==> src/rtl/cachefill_pkg.sv <==
// Shared types for the cache fill sequencer: FSM state encoding and default line geometry.
package cachefill_pkg;

  localparam int unsigned BEATS_DEFAULT = 4;

  typedef enum logic [1:0] {
    ST_IDLE,
    ST_WB,
    ST_FILL,
    ST_INSTALL
  } fill_state_e;

endpackage

==> src/rtl/cache_fill_seq_if.sv <==
// Miss/victim inputs and bus/array-control outputs of the cache fill sequencer.
// master = sequencer side, slave = pipeline/bus side.
interface cache_fill_seq_if
  import cachefill_pkg::*;
#(
  parameter int unsigned NUMWAYS = 4,
  parameter int unsigned BEATS   = BEATS_DEFAULT
);
  localparam int unsigned BEATLEN = $clog2(BEATS);

  logic               Miss;
  logic               FlushStage;
  logic [NUMWAYS-1:0] VictimWay;
  logic               VictimDirty;
  logic               BusAck;

  logic               BusReq;
  logic               BusWrite;
  logic [BEATLEN-1:0] BeatCount;
  logic [NUMWAYS-1:0] FillWay;
  logic               BeatWriteEn;
  logic               SetValid;
  logic               ClearDirty;
  logic               LRUWriteEn;
  logic               Stall;

  modport master (
    input  Miss, FlushStage, VictimWay, VictimDirty, BusAck,
    output BusReq, BusWrite, BeatCount, FillWay, BeatWriteEn,
           SetValid, ClearDirty, LRUWriteEn, Stall
  );

  modport slave (
    output Miss, FlushStage, VictimWay, VictimDirty, BusAck,
    input  BusReq, BusWrite, BeatCount, FillWay, BeatWriteEn,
           SetValid, ClearDirty, LRUWriteEn, Stall
  );

endinterface

==> src/rtl/cache_fill_seq_beatcounter.sv <==
// Beat index counter for one cache line; wraps naturally at BEATS-1 (BEATS is a power of two).
module beatcounter #(
  parameter int unsigned BEATLEN = 2
) (
  input  logic               clk,
  input  logic               reset,
  input  logic               clear_i,
  input  logic               en_i,
  output logic [BEATLEN-1:0] count_o,
  output logic               wrap_o
);
  logic [BEATLEN-1:0] count_q, count_d;

  always_comb begin
    count_d = count_q;
    if (clear_i) begin
      count_d = '0;
    end else if (en_i) begin
      count_d = count_q + BEATLEN'(1);
    end
  end

  always_ff @(posedge clk) begin
    if (reset) begin
      count_q <= '0;
    end else begin
      count_q <= count_d;
    end
  end

  assign count_o = count_q;
  // Last beat of the line is being accepted this cycle.
  assign wrap_o  = en_i & (&count_q);

endmodule

==> src/rtl/cache_fill_seq.sv <==
// Cache line allocation sequencer: optional dirty-victim writeback, line fill, install strobes.
// Writeback path (WB state, VictimDirty, BusWrite, ClearDirty) exists only with CACHE_FILL_WRITEBACK_EN.
module cache_fill_seq
  import cachefill_pkg::*;
#(
  parameter int unsigned NUMWAYS = 4,
  parameter int unsigned BEATS   = BEATS_DEFAULT
) (
  input logic              clk,
  input logic              reset,
  cache_fill_seq_if.master bus
);
  localparam int unsigned BEATLEN = $clog2(BEATS);

`ifdef CACHE_FILL_WRITEBACK_EN
  localparam bit WB_EN = 1'b1;
`else
  localparam bit WB_EN = 1'b0;
`endif

  fill_state_e        state_q, state_d;
  logic [NUMWAYS-1:0] fill_way_q, fill_way_d;
  logic               start, beat_en, last_beat, cnt_clear;
  logic [BEATLEN-1:0] beat_cnt;
  logic               bus_req, bus_write, beat_we;
  logic               set_valid, clear_dirty, lru_we;

  assign start     = bus.Miss & ~bus.FlushStage;
  assign cnt_clear = (state_q == ST_IDLE);

  beatcounter #(.BEATLEN(BEATLEN)) u_beatcounter (
    .clk     (clk),
    .reset   (reset),
    .clear_i (cnt_clear),
    .en_i    (beat_en),
    .count_o (beat_cnt),
    .wrap_o  (last_beat)
  );

  always_comb begin
    state_d     = state_q;
    fill_way_d  = fill_way_q;
    beat_en     = 1'b0;
    bus_req     = 1'b0;
    bus_write   = 1'b0;
    beat_we     = 1'b0;
    set_valid   = 1'b0;
    clear_dirty = 1'b0;
    lru_we      = 1'b0;
    unique case (state_q)
      ST_IDLE: begin
        if (start) begin
          fill_way_d = bus.VictimWay;
          state_d    = (WB_EN && bus.VictimDirty) ? ST_WB : ST_FILL;
        end
      end
      ST_WB: begin
        bus_req   = 1'b1;
        bus_write = WB_EN;
        beat_en   = bus.BusAck;
        if (last_beat) state_d = ST_FILL;
      end
      ST_FILL: begin
        bus_req = 1'b1;
        beat_en = bus.BusAck;
        beat_we = bus.BusAck;
        if (last_beat) state_d = ST_INSTALL;
      end
      ST_INSTALL: begin
        set_valid   = 1'b1;
        clear_dirty = WB_EN;
        lru_we      = 1'b1;
        fill_way_d  = '0;
        state_d     = ST_IDLE;
      end
      default: state_d = ST_IDLE;
    endcase
  end

  always_ff @(posedge clk) begin
    if (reset) begin
      state_q    <= ST_IDLE;
      fill_way_q <= '0;
    end else begin
      state_q    <= state_d;
      fill_way_q <= fill_way_d;
    end
  end

  assign bus.BusReq      = bus_req;
  assign bus.BusWrite    = bus_write;
  assign bus.BeatCount   = beat_cnt;
  assign bus.FillWay     = fill_way_q;
  assign bus.BeatWriteEn = beat_we;
  assign bus.SetValid    = set_valid;
  assign bus.ClearDirty  = clear_dirty;
  assign bus.LRUWriteEn  = lru_we;
  assign bus.Stall       = (state_q != ST_IDLE) | start;

  // The replacement policy must hand over exactly one way when an allocation starts.
  assert property (@(posedge clk) disable iff (reset)
    (state_q == ST_IDLE && start) |-> $onehot(bus.VictimWay));

endmodule

==> src/flat_wrapper.sv <==
// flat-port wrapper written by rule: the top's interface ports become plain ports
module cache_fill_seq_flat import cachefill_pkg::*;
#(
  parameter int unsigned NUMWAYS = 4,
  parameter int unsigned BEATS   = BEATS_DEFAULT
)
  (clk, reset, bus_Miss, bus_FlushStage, bus_VictimWay, bus_VictimDirty, bus_BusAck, bus_BusReq, bus_BusWrite, bus_BeatCount, bus_FillWay, bus_BeatWriteEn, bus_SetValid, bus_ClearDirty, bus_LRUWriteEn, bus_Stall);
  cache_fill_seq_if #(.NUMWAYS(NUMWAYS), .BEATS(BEATS)) bus_i ();
  input logic clk;
  input logic reset;
  input wire logic [$bits(bus_i.Miss)-1:0] bus_Miss;
  input wire logic [$bits(bus_i.FlushStage)-1:0] bus_FlushStage;
  input wire logic [$bits(bus_i.VictimWay)-1:0] bus_VictimWay;
  input wire logic [$bits(bus_i.VictimDirty)-1:0] bus_VictimDirty;
  input wire logic [$bits(bus_i.BusAck)-1:0] bus_BusAck;
  output wire logic [$bits(bus_i.BusReq)-1:0] bus_BusReq;
  output wire logic [$bits(bus_i.BusWrite)-1:0] bus_BusWrite;
  output wire logic [$bits(bus_i.BeatCount)-1:0] bus_BeatCount;
  output wire logic [$bits(bus_i.FillWay)-1:0] bus_FillWay;
  output wire logic [$bits(bus_i.BeatWriteEn)-1:0] bus_BeatWriteEn;
  output wire logic [$bits(bus_i.SetValid)-1:0] bus_SetValid;
  output wire logic [$bits(bus_i.ClearDirty)-1:0] bus_ClearDirty;
  output wire logic [$bits(bus_i.LRUWriteEn)-1:0] bus_LRUWriteEn;
  output wire logic [$bits(bus_i.Stall)-1:0] bus_Stall;
  assign bus_i.Miss = bus_Miss;
  assign bus_i.FlushStage = bus_FlushStage;
  assign bus_i.VictimWay = bus_VictimWay;
  assign bus_i.VictimDirty = bus_VictimDirty;
  assign bus_i.BusAck = bus_BusAck;
  assign bus_BusReq = bus_i.BusReq;
  assign bus_BusWrite = bus_i.BusWrite;
  assign bus_BeatCount = bus_i.BeatCount;
  assign bus_FillWay = bus_i.FillWay;
  assign bus_BeatWriteEn = bus_i.BeatWriteEn;
  assign bus_SetValid = bus_i.SetValid;
  assign bus_ClearDirty = bus_i.ClearDirty;
  assign bus_LRUWriteEn = bus_i.LRUWriteEn;
  assign bus_Stall = bus_i.Stall;
  cache_fill_seq #(.NUMWAYS(NUMWAYS), .BEATS(BEATS)) u_core (.clk(clk), .reset(reset), .bus(bus_i));
endmodule
==> config.mk <==
export PLATFORM = sky130hd
export DESIGN_NAME = cache_fill_seq_flat
export DESIGN_NICKNAME = d
export VERILOG_FILES = /design/src/rtl/cachefill_pkg.sv /design/src/rtl/cache_fill_seq_if.sv /design/src/rtl/cache_fill_seq_beatcounter.sv /design/src/rtl/cache_fill_seq.sv /design/src/flat_wrapper.sv
export SDC_FILE = /design/constraint.sdc
export NUM_CORES = 1
export LEC_CHECK = 0
export BUFFER_PORTS_ARGS = -buffer_cell sky130_fd_sc_hd__buf_2
export CAP_MARGIN = 20
export CORE_AREA = 2 2 39 41
export CTS_BUF_LIST = sky130_fd_sc_hd__clkbuf_4 sky130_fd_sc_hd__clkbuf_8
export CTS_CLUSTER_SIZE = 14
export DETAILED_ROUTE_END_ITERATION = 16
export DIE_AREA = 0 0 41 43
export PLACE_DENSITY = 0.73
export SYNTH_ARGS = -nofsm -noshare
export SYNTH_HDL_FRONTEND = slang
export SYNTH_SLANG_ARGS = --single-unit
==> constraint.sdc <==
create_clock -name clk -period 3 [get_ports clk]
set_input_delay 0.45 -clock clk [delete_from_list [all_inputs] [get_ports clk]]
set_output_delay 0.45 -clock clk [all_outputs]
set_load 0.005 [all_outputs]
==> impl_metrics.json <==
{
  "routed_wl_um": 956,
  "final_core_util_pct": 43.85,
  "seq_area_frac_synth_pct": 32.57,
  "portBuffers": 19,
  "fin_cells": 89,
  "finish.instance_area_um2": 606.8,
  "synth-seq-cells": 8,
  "die_x_um": 41,
  "synth_warnings": 0,
  "power.leakage_nw": 0.3067,
  "netlist_instances": 54,
  "timing.fmax_ghz": 0.5905,
  "die_y_um": 43,
  "wl_per_cell_um": 10.74,
  "ctsHoldBuffers": 0,
  "worstSetupPathType": "reg2out",
  "crit_end": "bus_Stall",
  "track_usage_pct": 11.85,
  "r2r_start": "u_core.state_q[0]",
  "synth_mux_area_share_pct": 6.361,
  "timing.setup.tns_ns": 0,
  "hold_viol_final": 0,
  "post_cts_buffers": 0,
  "worstHoldPathType": "reg2reg",
  "pre_cts_ws_ns": 1.398,
  "place_congestion": 0.7302,
  "ys_types": 20,
  "multiInputGateArea_um2": 301.5,
  "dpl_cell_area_um2": 584.3,
  "synth-xor-area-share_pct": 1.781,
  "end_kind": "output pin",
  "vdd_drop_max_mv": 0.2989,
  "synth_adder_area_share_pct": 17.81,
  "vias": 434,
  "drtIter0Drc": 8,
  "area_growth_pct": 23.41,
  "cts.sinks": 8,
  "final_layout_size_suffix_gt1_share_pct": 31.51,
  "syn-cell-area_um2": 491.7,
  "synth_compound_area_share_pct": 6.616,
  "avgSynthCellArea_um2": 9.106,
  "hold_slack_ns": 0.4612,
  "fin_skew_ns": 0.004973,
  "core_mm2": 0.001384,
  "drc_errors": 0,
  "drv_cap": 0,
  "min_period_ns": 1.693,
  "nets": 92,
  "outcome": "finished, final reports clean",
  "r2r_end": "u_core.state_q[1]",
  "fin_ws_ns": 1.307,
  "crit_start": "u_core.state_q[0]",
  "finalSetupViolCount": 0,
  "clk_latency_ns": 0.25,
  "ctsResizeCount": 0,
  "clockBufferDepth": 2,
  "cts_tree": "yes",
  "io_pins": 23,
  "cp.required_ns": 2.55,
  "dieArea_mm2": 0.001763,
  "dr.pass1.iters": 4,
  "rrSetupSlack_ns": 1.41,
  "grt_pass1_vias": 364,
  "worst_r2r_path_depth": 5,
  "synth_top_family_by_area": "simple AND/OR/NAND/NOR gates",
  "root_buffer": "clkbuf_4",
  "slew_violations": 0,
  "grt_pass1_wl_um": 1324,
  "worst-endpoint-arrival_ns": 1.24,
  "powerDensity_mw_per_mm2": 642.3,
  "rsz0062_at_grt": "no",
  "total_power_mw": 0.3898,
  "path_clk_slew_ns": 0.06,
  "place_inst": 86,
  "nFillCells": 140,
  "start_kind": "flip-flop",
  "synthSimpleGateAreaFrac_pct": 27.23,
  "h-tree-depth": 1,
  "routed_via_density": 4.876,
  "antenna_found_initial": 0,
  "row_count": 14,
  "regArea_um2": 160.2,
  "finalCritPeriodShare_pct": 56.45,
  "insertedDiodeCount": 0,
  "ant_nets": 0,
  "grt_max_degree": 11,
  "cts_buffers": 3,
  "overflow": 0,
  "crit_fanout": 7,
  "start_util_pct": 35.53
}
report_power, final:
| group | total (mW) | internal [mW] | switching (mW) |
|---|---|---|---|
| combinational | 0.165 | 0.0804 | 0.0850 |
| sequential | 0.141 | 0.124 | 0.0176 |
| clock | 0.0829 | 0.0458 | 0.0370 |
cells by family after synthesis:
kind of cell | Yosys count
simple gates | 23
flops | 8
fa+ha+maj | 7
buf+inv | 6
compound gates | 5
mux | 3
other cells | 1
xor+xnor | 1
critical path, cell delays in order (launching register included):
cell and delay (ns):
dfxtp_1 0.40, inv_1 0.11, ha_1 0.29, nand2_1 0.08, buf_2 0.11
cell type report:
class	count	area share [%]
multi-input combinational	41	49.69
sequential	8	26.39
timing repair buffer	19	15.67
clock buffer	3	3.711
tap	16	3.299
inverter	2	1.237
synth_stat cells:
library cell	number	area [um^2]
mux2i_1	2	20.02
xor2_1	1	8.760
dfxtp_1	8	160.2
buf_4	3	22.52
nand2_1	2	7.510
ha_1	7	87.58
a21oi_1	4	20.02
and2_1	1	6.260
nand3b_1	5	37.54
a22oi_2	1	12.51
or2_0	1	6.260
and3b_1	1	8.760
inv_1	2	7.510
mux2_1	1	11.26
nand3_1	5	25.02
nor2_1	2	7.510
conb_1	1	3.750
nor3_1	2	10.01
clkbuf_1	1	3.750
nand2b_1	4	25.02
worst min-delay path by stage:
stage / end / startpoint / cells after the start
2_1_floorplan: u_core.bus.FillWay[0] / u_core.bus.FillWay[0] / 2
3_3_place_gp: u_core.bus.FillWay[0] / u_core.bus.FillWay[0] / 2
3_5_place_dp: u_core.bus.FillWay[0] / u_core.bus.FillWay[0] / 2
4_1_cts: u_core.bus.FillWay[0] / bus_VictimWay[0] / 3
5_1_grt: u_core.bus.FillWay[3] / bus_VictimWay[3] / 3
6_report: u_core.bus.FillWay[0] / u_core.bus.FillWay[0] / 2
sequential cells by signal, summed over array words and instances (netlist names):
signal,cells
u_core.u_beatcounter.count_o,2
u_core.state_q,2
u_core.bus.FillWay,4
layer usage:
metal | part of all wire, % | wire length (um) | vias to the layer above | track usage [%]
met3 | 10 | 100 | 2 | 7.330
met2 | 43 | 412 | 17 | 18.13
met4 | 1.3 | 12 | 0 | 10.00
met1 | 45 | 430 | 196 | 9.968
met5 | 0 | 0 | - | 0
li1 | - | - | 219 | -
cell usage in the layout, fill, tap and decap left out:
| cell type | netlist | final |
|---|---|---|
| nand2b_1 | 4 | 4 |
| and2_1 | 1 | 1 |
| or2_0 | 1 | 1 |
| a22oi_2 | 1 | 1 |
| clkbuf_4 | 0 | 3 |
| and3b_1 | 1 | 1 |
| mux2i_1 | 2 | 2 |
| buf_2 | 0 | 19 |
| nor2_1 | 2 | 2 |
| xor2_1 | 1 | 1 |
| mux2_1 | 1 | 1 |
| nand3b_1 | 5 | 5 |
| inv_1 | 2 | 2 |
| ha_1 | 7 | 7 |
| nor3_1 | 2 | 2 |
| nand2_1 | 2 | 2 |
| conb_1 | 1 | 2 |
| dfxtp_1 | 8 | 8 |
| a21oi_1 | 4 | 4 |
| nand3_1 | 5 | 5 |
No activity file was read; power rests on OpenSTA's default activity.
